--- src/rtl/ddr_frame_reader.sv ---
// Avalon-MM burst-read master: streams one frame line per line_request from the last completed DDR buffer.
// Latency: readdata to pix_data/pix_valid is one registered stage; bursts are issued back-to-back.
// Backpressure: holds address/read under waitrequest; caps in-flight bursts at MAX_OUTSTANDING.
module ddr_frame_reader #(
    parameter int ADDR_W          = 30,
    parameter int DATA_W          = 32,
    parameter int PIX_W           = 24,
    parameter int H_WORDS         = 1280,
    parameter int V_LINES         = 720,
    parameter int BURST_LEN       = 80,
    parameter int BCNT_W          = 8,
    parameter int LINE_STRIDE     = 1280,
    parameter int MAX_OUTSTANDING = 4
) (
    input  logic              clk_100,
    input  logic              reset,
    input  logic              done_write_frame,
    input  logic              frame_start,
    input  logic              line_request,
    input  logic [ADDR_W-1:0] buf_base0,
    input  logic [ADDR_W-1:0] buf_base1,
    output logic              frame_buffer_ready,
    output logic [PIX_W-1:0]  pix_data,
    output logic              pix_valid,
    output logic              line_done,
    output logic              frame_done,
    output logic              line_overrun,
    output logic              busy,
    output logic [ADDR_W-1:0] avm_address,
    output logic              avm_read,
    output logic [BCNT_W-1:0] avm_burstcount,
    input  logic              avm_waitrequest,
    input  logic [DATA_W-1:0] avm_readdata,
    input  logic              avm_readdatavalid
);

    localparam int NBURST = H_WORDS / BURST_LEN;
    localparam int BIDX_W = (NBURST > 1) ? $clog2(NBURST) : 1;
    localparam int LIDX_W = (V_LINES > 1) ? $clog2(V_LINES) : 1;
    localparam int WCNT_W = (BURST_LEN > 1) ? $clog2(BURST_LEN) : 1;
    localparam int LWC_W  = (H_WORDS > 1) ? $clog2(H_WORDS) : 1;

    typedef enum logic [1:0] {IDLE, WAIT_LINE, ISSUE, DRAIN} state_t;

    state_t             state, state_nxt;
    logic               wr_sel, last_sel;
    logic [ADDR_W-1:0]  line_addr, burst_addr;
    logic [LIDX_W-1:0]  line_idx;
    logic [BIDX_W-1:0]  burst_idx;
    logic               line_req_pend;
    logic [3:0]         outstanding;
    logic [WCNT_W-1:0]  word_cnt;
    logic [LWC_W-1:0]   line_word_cnt;
    logic               line_words_in;

    logic start_ok, issue_entry, accept, word_in;
    logic burst_last_word, line_last_word, last_burst, last_line, line_finished;

    assign start_ok        = (state == IDLE) && frame_start && frame_buffer_ready;
    assign issue_entry     = (state == WAIT_LINE) && line_req_pend;
    assign accept          = avm_read && !avm_waitrequest;
    // Returns seen in IDLE are leftovers from before a reset and must not move anything.
    assign word_in         = avm_readdatavalid && (state != IDLE);
    assign burst_last_word = word_in && (word_cnt == WCNT_W'(BURST_LEN - 1));
    assign line_last_word  = word_in && (line_word_cnt == LWC_W'(H_WORDS - 1));
    assign last_burst      = (burst_idx == BIDX_W'(NBURST - 1));
    assign last_line       = (line_idx == LIDX_W'(V_LINES - 1));
    assign line_finished   = (state == DRAIN) && (outstanding == 4'd0) && line_words_in;

    // Only outstanding can change while stalled, and only downwards, so read stays asserted.
    assign avm_read       = (state == ISSUE) && (outstanding < 4'(MAX_OUTSTANDING));
    assign avm_address    = burst_addr;
    assign avm_burstcount = BCNT_W'(BURST_LEN);

    generate
        if (DATA_W > PIX_W) begin : g_pad
            logic unused_readdata;
            assign unused_readdata = ^avm_readdata[DATA_W-1:PIX_W];
        end
    endgenerate

    always_comb begin
        state_nxt = state;
        case (state)
            IDLE:      if (start_ok) state_nxt = WAIT_LINE;
            WAIT_LINE: if (line_req_pend) state_nxt = ISSUE;
            ISSUE:     if (accept && last_burst) state_nxt = DRAIN;
            DRAIN:     if (line_finished) state_nxt = last_line ? IDLE : WAIT_LINE;
            default:   state_nxt = IDLE;
        endcase
    end

    always_ff @(posedge clk_100) begin
        if (reset) begin
            state              <= IDLE;
            wr_sel             <= 1'b0;
            last_sel           <= 1'b0;
            frame_buffer_ready <= 1'b0;
            line_addr          <= '0;
            burst_addr         <= '0;
            line_idx           <= '0;
            burst_idx          <= '0;
            line_req_pend      <= 1'b0;
            outstanding        <= 4'd0;
            word_cnt           <= '0;
            line_word_cnt      <= '0;
            line_words_in      <= 1'b0;
            pix_data           <= '0;
            pix_valid          <= 1'b0;
            line_done          <= 1'b0;
            frame_done         <= 1'b0;
            line_overrun       <= 1'b0;
            busy               <= 1'b0;
        end else begin
            state        <= state_nxt;
            line_overrun <= 1'b0;

            if (done_write_frame) begin
                wr_sel             <= ~wr_sel;
                last_sel           <= wr_sel;
                frame_buffer_ready <= 1'b1;
            end

            // A buffer completing in the same cycle as frame_start is the one to read.
            if (start_ok) begin
                line_addr     <= ((done_write_frame ? wr_sel : last_sel) ? buf_base1 : buf_base0);
                line_idx      <= '0;
                busy          <= 1'b1;
                line_req_pend <= 1'b0;
            end else if (line_request && busy) begin
                if (line_req_pend && !issue_entry)
                    line_overrun <= 1'b1;
                else
                    line_req_pend <= 1'b1;
            end else if (issue_entry) begin
                line_req_pend <= 1'b0;
            end

            if (issue_entry) begin
                burst_idx  <= '0;
                burst_addr <= line_addr;
            end else if (accept) begin
                burst_idx  <= burst_idx + BIDX_W'(1);
                burst_addr <= burst_addr + ADDR_W'(BURST_LEN);
            end

            case ({accept, burst_last_word})
                2'b10:   outstanding <= outstanding + 4'd1;
                2'b01:   outstanding <= outstanding - 4'd1;
                default: outstanding <= outstanding;
            endcase

            if (word_in) begin
                word_cnt      <= (word_cnt == WCNT_W'(BURST_LEN - 1)) ? '0 : word_cnt + WCNT_W'(1);
                line_word_cnt <= line_last_word ? '0 : line_word_cnt + LWC_W'(1);
                pix_data      <= avm_readdata[PIX_W-1:0];
            end
            pix_valid  <= word_in;
            line_done  <= line_last_word;
            frame_done <= line_last_word && last_line;

            if (line_last_word)
                line_words_in <= 1'b1;
            else if (line_finished)
                line_words_in <= 1'b0;

            if (line_finished) begin
                if (last_line) begin
                    busy <= 1'b0;
                end else begin
                    line_idx  <= line_idx + LIDX_W'(1);
                    line_addr <= line_addr + ADDR_W'(LINE_STRIDE);
                end
            end
        end
    end

endmodule

--- config.mk ---
export PLATFORM = sky130hd
export DESIGN_NAME = ddr_frame_reader
export DESIGN_NICKNAME = d
export VERILOG_FILES = /design/src/rtl/ddr_frame_reader.sv
export SDC_FILE = /design/constraint.sdc
export NUM_CORES = 1
export LEC_CHECK = 0
export CAP_MARGIN = 5
export CORE_MARGIN = 5
export CORE_UTILIZATION = 53
export DETAILED_ROUTE_END_ITERATION = 10
export GPL_TIMING_DRIVEN = 0
export PLACE_DENSITY = 0.95
export SLEW_MARGIN = 20
export SYNTH_ARGS = -nofsm -noshare
export SYNTH_HDL_FRONTEND = slang
export SYNTH_SLANG_ARGS = --single-unit
--- constraint.sdc ---
create_clock -name clk_100 -period 4.85 [get_ports clk_100]
set_clock_uncertainty 0.15 [all_clocks]
set_input_delay 0.7275 -clock clk_100 [delete_from_list [all_inputs] [get_ports clk_100]]
set_output_delay 0.7275 -clock clk_100 [all_outputs]
set_load 0.01 [all_outputs]
* Word-level counts from Yosys, hierarchy flattened
Cells that the tools add are included.
** Cells by class
- Add/subtract/negate cells :: 8
- Order comparisons :: 1
- Multiplexer cells :: 28
- Equal/unequal tests :: 14
- Reductions and logical operators :: 28
- Bitwise logic cells :: 2
** Operators with widths (count)
- $mux 30 :: 6
- $add 30x11->30 const B :: 1
- $add 30x7->30 const B :: 1
- $mux 10 :: 3
- $logic_and 1x1->1 :: 14
- $add 11x1->11 const B :: 1
- $eq 11x11->1 const B :: 1
- $mux 1 :: 11
- $mux 11 :: 1
- $add 10x1->10 const B :: 1
- $eq 10x10->1 const B :: 1
- $reduce_bool 2->1 :: 5
- $add 4x1->4 const B :: 2
- $mux 2 :: 4
- $ne 2x2->1 const B :: 4
- $pmux 2 s4 :: 1
- $pmux 4 s2 :: 1
- $add 7x1->7 const B :: 1
- $eq 7x7->1 const B :: 1
- $mux 7 :: 1
- $eq 2x2->1 const B :: 3
- $eq 2x1->1 const B :: 2
- $eq 4x4->1 const B :: 1
- $logic_not 4->1 :: 1
- other kinds (10) :: 13
** Word-level totals
- Output and inout bits :: 69
- Bits in registers :: 132
- Bits of input ports :: 99
- Word-level logic and storage cells :: 100

* Longest topological paths before layout
Gate-level depths: netlist of the first run.
- Depth in word-level cells :: 6
- Mapped depth :: 12
- Mapped depth without buffers :: 11

* Worst setup path before layout of the first run
No wires, ideal clock.
- Path kind :: register to register
- Start :: register word_cnt[0]
- End :: register outstanding[2]
- Clock period less this slack :: 2.770 ns
- Data required time :: 4.630 ns
- Setup slack :: 2.080 ns
- Library setup time :: 0.070 ns
- Cell stages (with the launch flop) :: 12
- Buffers on the path :: 0
- Data arrival time :: 2.550 ns
- Path through :: dfxtp_1 > ha_1 > nand3_1 > or4b_2 > nor2_1 > ha_1 > xor2_1 > ha_1 > a21oi_1 > xor2_1 > or3_1 > a21oi_1
** Between the ends
- Cells in the longest elaborated chain, start to end :: 4
- Elaborated cells between the ends (all ways) :: 6
- Those cells by class :: 3 x eq/ne; 1 x mux; 2 x reduce/logical
** Ends and longest elaborated chain
- from (decl) :: RTL line 52 : logic [WCNT_W-1:0] word_cnt;
- from (signal assigned) :: RTL line 154 : word_cnt <= (word_cnt == WCNT_W'(BURST_LEN - 1)) ? '0 : word_cnt + WCNT_W'(1);
- $eq 7x7->1 (*) :: RTL line 64 : assign burst_last_word = word_in && (word_cnt == WCNT_W'(BURST_LEN - 1));
- $logic_and 1x1->1 (*) :: RTL line 64
- $eq 2x1->1 or $eq 2x2->1 (tied branches) :: RTL line 147 : case ({accept, burst_last_word})
- $pmux 4 s2 or $reduce_bool 2->1 (tied branches)
- to (signal assigned) :: RTL line 148 : 2'b10: outstanding <= outstanding + 4'd1;
- to (signal assigned) :: RTL line 149 : 2'b01: outstanding <= outstanding - 4'd1;
- to (signal assigned) :: RTL line 150 : default: outstanding <= outstanding;
- to (decl) :: RTL line 51 : logic [3:0] outstanding;
Mark *: on every way between the ends. The rest lies on a longest branch, timed or not.
A chain may end at the register's enable or synchronous reset.

* Final worst setup path of the first run
- Start :: input done_write_frame
- End :: register line_addr[9]
** Between the ends
- Cells in the longest elaborated chain, start to end :: 5
** Ends and longest elaborated chain
- from (decl) :: RTL line 17 : input logic done_write_frame,
- $mux 1 (*)
- $mux 30 (*) :: RTL line 126 : line_addr <= ((done_write_frame ? wr_sel : last_sel) ? buf_base1 : buf_base0);
- $mux 30 (*) :: RTL line 125 : if (start_ok) begin
- $mux 30 :: RTL line 168 : if (last_line) begin
- $mux 30 (*) :: RTL line 167 : if (line_finished) begin
- to (signal assigned) :: RTL line 126
- to (signal assigned) :: RTL line 172 : line_addr <= line_addr + ADDR_W'(LINE_STRIDE);
- to (decl) :: RTL line 47 : logic [ADDR_W-1:0] line_addr, burst_addr;
Marks and branches as above.

==> results of run 1 <==
[worst paths after layout]
| kind | endpoint | slack (ns) | cells after the start |
|---|---|---|---|
| hold / removal | pix_data[9] | 0.30 | 2 |
| setup / recovery | line_addr[9] | 1.65 | 7 |
| setup reg to reg | outstanding[2] | 1.68 | 11 |
| hold reg to reg | pix_data[9] | 0.30 | 2 |
[state kept, by name, indices dropped and copies added, names as in the netlist, 2 cells and up]
name and cells:
avm_address 30, burst_idx 4, line_addr 30, line_idx 10, line_word_cnt 11, outstanding 4, pix_data 24, state 2
word_cnt 7
[power by group through the flow]
| stage | Combinational [W] | Sequential [W] | Clock, W |
|---|---|---|---|
| global route | 0.000637 | 0.00126 | 0.00131 |
| finish | 0.000589 | 0.00125 | 0.00127 |
| global placement | 0.000558 | 0.00127 | 0 |
| CTS | 0.000585 | 0.00125 | 0.00126 |
| floorplan | 0.000298 | 0.00128 | 0 |
| detailed placement | 0.000571 | 0.00127 | 0 |
[cells in the mapped netlist (4+ instances only)]
| master | n |
|---|---|
| sky130_fd_sc_hd__xor2_1 | 24 |
| sky130_fd_sc_hd__nand3_1 | 28 |
| sky130_fd_sc_hd__nor3b_1 | 5 |
| sky130_fd_sc_hd__and3_1 | 11 |
| sky130_fd_sc_hd__nand4_1 | 16 |
| sky130_fd_sc_hd__a311oi_1 | 7 |
| sky130_fd_sc_hd__xnor2_1 | 23 |
| sky130_fd_sc_hd__nor4_1 | 6 |
| sky130_fd_sc_hd__mux2_2 | 7 |
| sky130_fd_sc_hd__nor2_1 | 87 |
| sky130_fd_sc_hd__ha_1 | 13 |
| sky130_fd_sc_hd__or3_1 | 10 |
| sky130_fd_sc_hd__clkbuf_1 | 28 |
| sky130_fd_sc_hd__buf_4 | 10 |
| sky130_fd_sc_hd__and4_1 | 5 |
| sky130_fd_sc_hd__a211oi_1 | 46 |
| sky130_fd_sc_hd__a21oi_1 | 57 |
| sky130_fd_sc_hd__nor2b_1 | 10 |
| sky130_fd_sc_hd__nand2_1 | 96 |
| sky130_fd_sc_hd__nor3_1 | 22 |
| sky130_fd_sc_hd__o21ai_0 | 18 |
| sky130_fd_sc_hd__or2_2 | 4 |
| sky130_fd_sc_hd__dfxtp_1 | 132 |
| sky130_fd_sc_hd__a31oi_1 | 5 |
| sky130_fd_sc_hd__buf_2 | 10 |
| sky130_fd_sc_hd__o211ai_1 | 5 |
| sky130_fd_sc_hd__mux2i_1 | 24 |
| sky130_fd_sc_hd__buf_1 | 5 |
| sky130_fd_sc_hd__inv_1 | 10 |
[metal layers]
| metal | vias to the layer above | track usage | wire [um] |
|---|---|---|---|
| li1 | 3149 | - | - |
| met1 | 3265 | 0.326 | 7890 |
| met2 | 409 | 0.453 | 9790 |
| met3 | 115 | 0.0659 | 1810 |
| met4 | 0 | 0.156 | 1190 |
| met5 | - | 0 | 0 |
[per-stage QoR]
stage	utilization	total power (W)	instances
floorplan	-	0.00158	789
global placement	0.688	0.00182	1107
detailed placement	0.688	0.00184	1107
CTS	0.737	0.00309	1139
global route	0.737	0.00321	1139
finish	0.737	0.00311	1139
[cell type report]
class | instances | area share
Buffer | 55 | 0.0304
Multi-Input combinational cell | 592 | 0.411
Clock inverter | 10 | 0.0109
Clock buffer | 22 | 0.0554
Tap cell | 168 | 0.0236
Timing Repair Buffer | 150 | 0.168
Inverter | 10 | 0.00421
Sequential cell | 132 | 0.296
[worst max-delay path, delay by kind of cell]
kind / cells / cell delay (ns)
mux: 2 / 1.09
buf+inv: 2 / 1.08
simple gates: 1 / 0.09
compound gates: 2 / 0.31
[logic make-up (layout without fill, tap and decap cells)]
family | Yosys count | in the layout | synth area share
buffers and inverters | 65 | 247 | 0.0468
other | 2 | 8 | 0.00114
AND/OR/NAND/NOR | 324 | 324 | 0.242
flip-flops | 132 | 132 | 0.401
XOR/XNOR | 47 | 47 | 0.0624
adder cells (fa/ha/maj) | 13 | 13 | 0.0247
multiplexers | 31 | 31 | 0.0484
AO/OA/AOI/OAI | 169 | 169 | 0.174
==> impl_summary.txt, run 1 <==
----------------------------------------------------
[Yosys]
  Number of synthesized flops with an enable pin ... 0
  Most area-consuming cells after synthesis ... sky130_fd_sc_hd__dfxtp_1 40%, sky130_fd_sc_hd__nand2_1 5.5%, sky130_fd_sc_hd__a211oi_1 5.2%
  Netlist area before placement ... 6600 um^2
  Cell type contributing the most total cell area after synthesis ... sky130_fd_sc_hd__dfxtp_1
  Fraction of synthesized cell area taken by the top area cell type ... 0.401
  Synth warnings ... 0
  Leading register cell type out of synthesis ... sky130_fd_sc_hd__dfxtp_1
  Post-synthesis sequential area ratio ... 0.401
  Number of storage elements in the synthesis netlist ... 132
  Share of flip-flops with an asynchronous set or reset ... 0
  Average cell area after synthesis ... 8.43 um^2
  Number of distinct library cell variants in the gate-level netlist after synthesis ... 68
  Post-Synthesis Cells ... 783

[Clocking]
  CTS tree ... yes
  Worst-case clock buffer depth ... 2
  Cts bufs inserted ... 17
  Number of clock sinks ... 132
  # resized after CTS ... 0
  Source-to-sink clock delay at the later pin of the worst-skew pair ... 0.41 ns
  Hold-fix buffer count after cts ... 0
  Count of H-tree levels built during CTS ... 4
  CTS root buffer ... sky130_fd_sc_hd__clkbuf_16
  Post-CTS Setup Bufs ... 0
  Clock transition time at the flip-flop clock pins of the worst setup and hold paths ... 0.06 ns

[Min path]
  Worst hold start ... pix_data[9]
  Hold/Removal Path Class ... reg -> reg

[Detailed routing]
  WL per Instance ... 18.2 um
  DRC violation count after routing ... 0
  Mean number of vias per cell ... 6.09
  Detailed-routing iteration count for the pre-antenna-repair pass ... 6
  Number of violations reported at the end of detailed-routing iteration 0 ... 654
  Detailed-route wire length ... 20700 um
  Number of routed nets with antenna violations ... 0
  Via count of the routed design ... 6938

[Global route]
  Aggregate global-route resource usage ... 0.274
  Number of global-route vias before repair ... 6736
  Congestion Overflow GR ... 0
  First-pass GRT wire length ... 32600 um
  Maximum number of pins on one net before global-route repair ... 17
  Number of antenna violations at the first check in global routing ... 0

[Setup path]
  Maximum cell stage delay along the critical path ... 0.83 ns
  Sort of element at the end of the critical path ... register
  Crit path kind ... in -> reg
  Type of origin of the critical path ... primary input
  Arrival time of data at the critical path endpoint ... 3.30 ns
  Worst-path maximum fanout ... 10
  Data required time at the worst endpoint ... 4.96 ns
  Worst path slowest cell ... sky130_fd_sc_hd__mux2i_1
  Most numerous cell on the critical path ... sky130_fd_sc_hd__mux2i_1
  Source of the critical timing path ... done_write_frame
  Cell Chain, Critical Path ... clkdlybuf4s50_1 -> mux2i_1 -> buf_2 -> mux2i_1 -> nand2_1 -> o211ai_1 -> a21oi_1
  Reg2Reg Launch Point ... word_cnt[0]

[Finish]
  Share of post-route cells with drive strength above 1 ... 0.0875
  Most used cells in the layout excluding fill and tap cells ... 150 x sky130_fd_sc_hd__clkdlybuf4s50_1, 132 x sky130_fd_sc_hd__dfxtp_1, 96 x sky130_fd_sc_hd__nand2_1, 87 x sky130_fd_sc_hd__nor2_1, 57 x sky130_fd_sc_hd__a21oi_1
  Number of fill cells in the layout ... 827
  Most common cell after layout, fill and taps aside ... sky130_fd_sc_hd__clkdlybuf4s50_1
  Combined area of the multi-input logic cells ... 3670 um^2
  Number of diodes ... 0
  Cell area after layout ... 8920 um^2
  Area used by sequential logic in the layout ... 2640 um^2
  Number of nets in the finished design ... 1070
  Synthesis-to-finish area growth ... 35.3%

[STA]
  Crit path setup slack, layout ... 1.65 ns
  Final Hold Slack ... 0.302 ns
  Final setup vio count ... 0
  Unrepaired setup endpoints after global routing ... no
  Fin crit share ... 0.659
  Shortest clock period the worst path allows after layout ... 3.20 ns
  Setup Total Neg Slack ... 0 ns
  Fin. max-slew vios ... 0
  Tightest Pin Transition ... 0.960 ns
  Peak Freq ... 313 MHz
  Endpoints failing hold ... 0
  Headroom to the max-slew limit ... 0.342

[Placement]
  Area after DPL ... 8330 um^2
  Pre-CTS setup slack ... 1.33 ns
  Estimated wirelength of the detail-placed design ... 14200 um
  Total of buffers placed on input and output ports ... 150
  Routability-driven placement congestion ratio ... 0.927

[Outcome]
  Status ... finished clean

[Floorplanning]
  X dimension of the die ... 122 um
  Floorplan core area ... 12100 um^2
  Starting utilization of the core area ... 0.545
  Standard-cell row count ... 40
  I/O pin count ... 168
  Area of the die ... 14800 um^2
  Y dimension of the die ... 122 um

[Job]
  Max-cap viol count ... 0

[Power]
  Int Pwr ... 0.00224 W
  Net switching power of the design ... 0.000874 W
  Part of the power in the clock network ... 0.408
  Switching power share of the total ... 0.281
  Portion of total power attributed to combinational logic ... 0.189
  Power density of the placed cells ... 349 nW/um^2
  Portion of total power attributed to sequential cells ... 0.403
  Static leakage ... 3.23 nW
  VDD IR-drop max ... 240 uV

----------------------------------------------------
(Power assumes the default switching activity.)
==> inputs of run 2 (changes only) <==
Settings changed: CORE_UTILIZATION 53 to 45, PLACE_DENSITY 0.95 to 0.87.
Clock period 4.85 ns to 2.7 ns, I/O delays scaled along.
==> run 2 against run 1 <==
Sequential power increased by 80%. Utilization fell by 12 points. Sequential cell count unchanged. Final area grew 0.86%. Worst hold slack worse by 0.00096 ns. Routed wire length is 4.1% lower. Clock-buffer cell count rose by 4. Cell count grew 1.7%. Critical path type is now reg -> reg. Critical endpoint is now outstanding[2]. Largest power group is now registers.
==> impl_summary.txt, run 2 (same netlist as run 1, synthesis figures left out) <==
----------------------------------------------------
[Detailed routing]
  Via count of the routed design ... 6600
  DRC violation count after routing ... 0
  Detailed-routing iteration count for the pre-antenna-repair pass ... 5
  Number of violations reported at the end of detailed-routing iteration 0 ... 566
  Detailed-route wire length ... 19800 um
  Mean number of vias per cell ... 5.70
  WL per Instance ... 17.1 um
  Number of routed nets with antenna violations ... 0

[Placement]
  Total of buffers placed on input and output ports ... 150
  Pre-CTS setup slack ... -0.651 ns
  Routability-driven placement congestion ratio ... 0.948
  Estimated wirelength of the detail-placed design ... 14300 um

[Power]
  Power density of the placed cells ... 614 nW/um^2
  Static leakage ... 3.25 nW
  VDD IR-drop max ... 424 uV

[STA]
  Final setup vio count ... 0
  Setup Total Neg Slack ... 0 ns
  Tightest Pin Transition ... 0.764 ns
  Fin. max-slew vios ... 0
  Unrepaired setup endpoints after global routing ... yes
  Shortest clock period the worst path allows after layout ... 2.65 ns
  Headroom to the max-slew limit ... 0.485
  Crit path setup slack, layout ... 0.0536 ns
  Peak Freq ... 378 MHz
  Fin crit share ... 0.980
  Endpoints failing hold ... 0

[Global route]
  Number of global-route vias before repair ... 6275
  First-pass GRT wire length ... 30900 um
  Aggregate global-route resource usage ... 0.227
  Congestion Overflow GR ... 0
  Number of antenna violations at the first check in global routing ... 0
  Maximum number of pins on one net before global-route repair ... 17

[Setup path]
  Data required time at the worst endpoint ... 2.90 ns
  Maximum cell stage delay along the critical path ... 0.52 ns
  Number of buffer and inverter stages on the critical path ... 0
  Arrival time of data at the critical path endpoint ... 2.84 ns
  Cell Chain, Critical Path ... ha_2 -> nand3_1 -> or4b_4 -> nor2_4 -> ha_4 -> xor2_1 -> ha_1 -> a21oi_1 -> xor2_1 -> or3_1 -> a21oi_2
  Sort of element at the end of the critical path ... register
  Crit path kind ... reg -> reg
  Worst-path maximum fanout ... 4
  Worst path slowest cell ... sky130_fd_sc_hd__or4b_4
  Most numerous cell on the critical path ... sky130_fd_sc_hd__xor2_1
  Top Family by Delay on Critical Path ... simple AND/OR/NAND/NOR gates
  Type of origin of the critical path ... register

[Finish]
  Most common cell after layout, fill and taps aside ... sky130_fd_sc_hd__clkdlybuf4s50_1
  Synthesis-to-finish area growth ... 36.4%
  Number of nets in the finished design ... 1074
  Number of diodes ... 0
  Most used cells in the layout excluding fill and tap cells ... 150 x sky130_fd_sc_hd__clkdlybuf4s50_1, 130 x sky130_fd_sc_hd__dfxtp_1, 96 x sky130_fd_sc_hd__nand2_1, 86 x sky130_fd_sc_hd__nor2_1, 56 x sky130_fd_sc_hd__a21oi_1
  Share of post-route cells with drive strength above 1 ... 0.0945
  Final core utilization ... 0.622

[Clocking]
  Source-to-sink clock delay at the later pin of the worst-skew pair ... 0.42 ns
  Count of H-tree levels built during CTS ... 4
  Worst-case clock buffer depth ... 2
  Number of clock sinks ... 132
  CTS root buffer ... sky130_fd_sc_hd__clkbuf_16
  Cts bufs inserted ... 17
  CTS tree ... yes
  Clock transition time at the flip-flop clock pins of the worst setup and hold paths ... 0.05 ns

[Floorplanning]
  Y dimension of the die ... 131 um
  Starting utilization of the core area ... 0.456
  X dimension of the die ... 131 um
  I/O pin count ... 168
  Area of the die ... 17200 um^2
  Floorplan core area ... 14500 um^2
  Standard-cell row count ... 44

[Job]
  Max-cap viol count ... 0

[Min path]
  Hold/Removal Path Class ... reg -> reg

[Outcome]
  Status ... finished clean

----------------------------------------------------
## run 2: changes by cell type in the layout (fill, tap and decap cells not counted), sizes merged
cell      delta
buf          +5
bufinv       +1
clkbuf       +3
clkinv       +1
clkinvlp     -6
inv          -1
## run 2: final cells by class
cell class | count | area, um^2
repair buffers | 155 | 1540
well taps | 184 | 230
fillers | 1188 | 5480
flip-flops and latches | 132 | 2650
clock inverters | 5 | 75.1
clock buffers | 26 | 479
plain buffers | 54 | 268
multi-input cells | 592 | 3730
inverters | 10 | 37.5
## run 2: worst reg2reg max path: stages, from the launching register on
cell	delay (ns)
sky130_fd_sc_hd__dfxtp_2	0.35
sky130_fd_sc_hd__ha_2	0.18
sky130_fd_sc_hd__nand3_1	0.10
sky130_fd_sc_hd__or4b_4	0.52
sky130_fd_sc_hd__nor2_4	0.15
sky130_fd_sc_hd__ha_4	0.16
sky130_fd_sc_hd__xor2_1	0.15
sky130_fd_sc_hd__ha_1	0.16
sky130_fd_sc_hd__a21oi_1	0.04
sky130_fd_sc_hd__xor2_1	0.16
sky130_fd_sc_hd__or3_1	0.33
sky130_fd_sc_hd__a21oi_2	0.11
## run 2: path summary, 6_finish.rpt
check | slack, ns | depth (start not counted) | endpoint | start
hold reg to reg | 0.30 | 2 | pix_data[7] | pix_data[7]
setup / recovery | 0.05 | 11 | outstanding[2] | word_cnt[0]
hold / removal | 0.30 | 2 | pix_data[7] | pix_data[7]
setup reg to reg | 0.05 | 11 | outstanding[2] | word_cnt[0]
## run 2: routing by layer
metal	global-route usage	up-vias	part of all wire	wire, um
li1	-	3151	-	-
met1	0.284	3102	0.41	8080
met2	0.367	294	0.48	9480
met3	0.0596	53	0.081	1610
met4	0.100	0	0.033	662
met5	0	-	0	0
## run 2: per-stage QoR
stage               instance area, um^2  total power (W)  hold WS [ns]  instances
finish                             9000          0.00553         0.301       1158
global route                       9000          0.00574         0.316       1158
CTS                                8950          0.00552         0.303       1156
detailed placement                 8360          0.00331         0.295       1123
global placement                   8360          0.00328         0.286       1123
floorplan                          6630          0.00283         0.282        789
## run 2: repair_timing
action,in CTS,in global routing
hold buffers,0,0
buffers inserted,2,3
gates resized for setup,5,7
setup endpoints to repair,23,22
pin swaps,1,3
## run 2: where the power goes
group | internal [W] | switching, W
combinational | 0.000521 | 0.000532
clock | 0.00140 | 0.000823
sequential | 0.00211 | 0.000142
total | 0.00403 | 0.00150
==> inputs of run 3 (changes only) <==
Settings changed: CORE_ASPECT_RATIO from default to 1.5, CORE_UTILIZATION 45 to 35, PLACE_DENSITY 0.87 to 0.73.
==> run 3 against run 2 <==
Utilization decreased by 13 points. First-iteration DRC count decreased by 55%. Sequential share of layout area decreased by 0.62 points. Critical path depth unchanged. Global-route usage decreased by 4.2 points. Sequential cell count unchanged. Power increased by 6.1%. Clock-buffer cell count decreased by 9. Sequential power about the same. Critical path type unchanged.
==> impl_summary.txt, run 3 (same netlist as run 1, synthesis figures left out) <==
----------------------------------------------------
[Global route]
  Number of antenna violations at the first check in global routing ... 0
  Number of global-route vias before repair ... 6310
  Aggregate global-route resource usage ... 0.185
  First-pass GRT wire length ... 31600 um
  Congestion Overflow GR ... 0
  Maximum number of pins on one net before global-route repair ... 17

[Job]
  Max-cap viol count ... 0

[Min path]
  Worst hold endpoint ... pix_data[21]
  Hold depth ... 2
  Worst hold start ... pix_data[21]
  Hold/Removal Path Class ... reg -> reg

[Setup path]
  Worst-path maximum fanout ... 4
  Arrival time of data at the critical path endpoint ... 2.82 ns
  R2R depth ... 11
  Type of origin of the critical path ... register
  Data required time at the worst endpoint ... 2.90 ns
  Crit path kind ... reg -> reg
  Reg2reg setup slack ... 0.08 ns
  Reg2Reg Launch Point ... word_cnt[0]
  RR Endpoint ... outstanding[2]
  Sort of element at the end of the critical path ... register

[Floorplanning]
  X dimension of the die ... 122 um
  Standard-cell row count ... 61
  I/O pin count ... 168
  Floorplan core area ... 18500 um^2
  Area of the die ... 21800 um^2
  Starting utilization of the core area ... 0.356
  Y dimension of the die ... 178 um

[Clocking]
  CTS root buffer ... sky130_fd_sc_hd__clkbuf_16
  Number of clock sinks ... 132
  Source-to-sink clock delay at the later pin of the worst-skew pair ... 0.42 ns
  Count of H-tree levels built during CTS ... 4
  Worst-case clock buffer depth ... 2
  Clock transition time at the flip-flop clock pins of the worst setup and hold paths ... 0.06 ns
  CTS tree ... yes
  Cts bufs inserted ... 17

[Detailed routing]
  Detailed-routing iteration count for the pre-antenna-repair pass ... 5
  Mean number of vias per cell ... 5.25
  Number of violations reported at the end of detailed-routing iteration 0 ... 256
  DRC violation count after routing ... 0
  Number of routed nets with antenna violations ... 0
  WL per Instance ... 16.6 um
  Detailed-route wire length ... 20400 um
  Via count of the routed design ... 6431

[STA]
  Final setup vio count ... 0
  Tightest Pin Transition ... 0.759 ns
  Headroom to the max-slew limit ... 0.494
  Fin. max-slew vios ... 0
  Endpoints failing hold ... 0
  Final Hold Slack ... 0.303 ns
  Fin crit share ... 0.971
  Peak Freq ... 381 MHz
  Shortest clock period the worst path allows after layout ... 2.62 ns
  Unrepaired setup endpoints after global routing ... yes

[Power]
  Static leakage ... 3.30 nW
  Int Pwr ... 0.00428 W
  VDD IR-drop max ... 426 uV
  Net switching power of the design ... 0.00159 W
  Portion of total power attributed to sequential cells ... 0.385
  Switching power share of the total ... 0.270
  Portion of total power attributed to combinational logic ... 0.178
  Power density of the placed cells ... 637 nW/um^2
  Part of the power in the clock network ... 0.437

[Finish]
  Most common cell after layout, fill and taps aside ... sky130_fd_sc_hd__clkdlybuf4s50_1
  Combined area of the multi-input logic cells ... 3740 um^2
  Number of fill cells in the layout ... 1734
  Number of nets in the finished design ... 1073
  Number of diodes ... 0
  Cell area after layout ... 9200 um^2
  Area used by sequential logic in the layout ... 2650 um^2
  Most used cells in the layout excluding fill and tap cells ... 150 x sky130_fd_sc_hd__clkdlybuf4s50_1, 130 x sky130_fd_sc_hd__dfxtp_1, 96 x sky130_fd_sc_hd__nand2_1, 86 x sky130_fd_sc_hd__nor2_1, 56 x sky130_fd_sc_hd__a21oi_1
  Synthesis-to-finish area growth ... 39.5%
  Share of post-route cells with drive strength above 1 ... 0.103

[Outcome]
  Status ... finished clean

[Placement]
  Area after DPL ... 8450 um^2
  Estimated wirelength of the detail-placed design ... 15100 um
  Routability-driven placement congestion ratio ... 0.928
  Total of buffers placed on input and output ports ... 150

----------------------------------------------------
-- run 3: final cells by class --
class | instances | share of cell area
timing repair buffer | 155 | 0.167
multi-input combinational | 592 | 0.407
clock buffer | 17 | 0.0462
inverter | 10 | 0.00408
buffer | 53 | 0.0287
tap | 252 | 0.0343
sequential | 132 | 0.288
clock inverter | 15 | 0.0249
-- run 3: power by group through the flow --
stage,registers [W],clock network [W],logic [W]
final,0.00226,0.00256,0.00104
after floorplan,0.00229,0,0.000536
after detailed placement,0.00229,0,0.00103
after global placement,0.00228,0,0.00103
after CTS,0.00225,0.00259,0.00105
after global routing,0.00228,0.00268,0.00114
-- run 3: metrics by stage --
step / worst slack, ns / TNS [ns] / utilization / instances / power [W]
after floorplan: 0.0973 / 0 / - / 789 / 0.00283
after global placement: -0.733 / -15.45 / 0.455 / 1191 / 0.00331
after detailed placement: -0.718 / -15.16 / 0.455 / 1191 / 0.00332
after CTS: 0.0258 / 0 / 0.493 / 1225 / 0.00589
after global routing: -0.0408 / -0.0408 / 0.496 / 1226 / 0.00611
final: 0.0786 / 0 / 0.496 / 1226 / 0.00586
-- run 3: worst max path at each step --
stage	startpoint	end	slack, ns
final	word_cnt[0]	outstanding[2]	0.08
after global routing	word_cnt[0]	outstanding[2]	-0.04
after CTS	word_cnt[1]	outstanding[2]	0.03
after detailed placement	done_write_frame	line_addr[1]	-0.72
after global placement	done_write_frame	line_addr[1]	-0.73
after floorplan	word_cnt[0]	outstanding[2]	0.1
-- run 3: critical path, stage by stage, from the launching register on --
cell and delay [ns]:
sky130_fd_sc_hd__dfxtp_4 0.37, sky130_fd_sc_hd__ha_4 0.14, sky130_fd_sc_hd__nand3_2 0.08, sky130_fd_sc_hd__or4b_4 0.54, sky130_fd_sc_hd__nor2_4 0.17, sky130_fd_sc_hd__ha_4 0.16
sky130_fd_sc_hd__xor2_1 0.15, sky130_fd_sc_hd__ha_1 0.16, sky130_fd_sc_hd__a21oi_1 0.05, sky130_fd_sc_hd__xor2_1 0.16, sky130_fd_sc_hd__or3_1 0.32, sky130_fd_sc_hd__a21oi_2 0.11
-- run 3: repair_timing --
item                       4_1_cts  5_1_grt
buffers inserted                 2        3
pin swaps                        2        3
setup endpoints to repair       31       12
gates resized for setup          6        9
hold buffers                     0        0
-- run 3: layer usage --
layer | part of all wire | track usage | vias up
met3 | 0.091 | 0.0682 | 44
li1 | - | - | 3150
met4 | 0.023 | 0.0626 | 0
met5 | 0 | 0 | -
met1 | 0.37 | 0.190 | 2987
met2 | 0.51 | 0.341 | 250
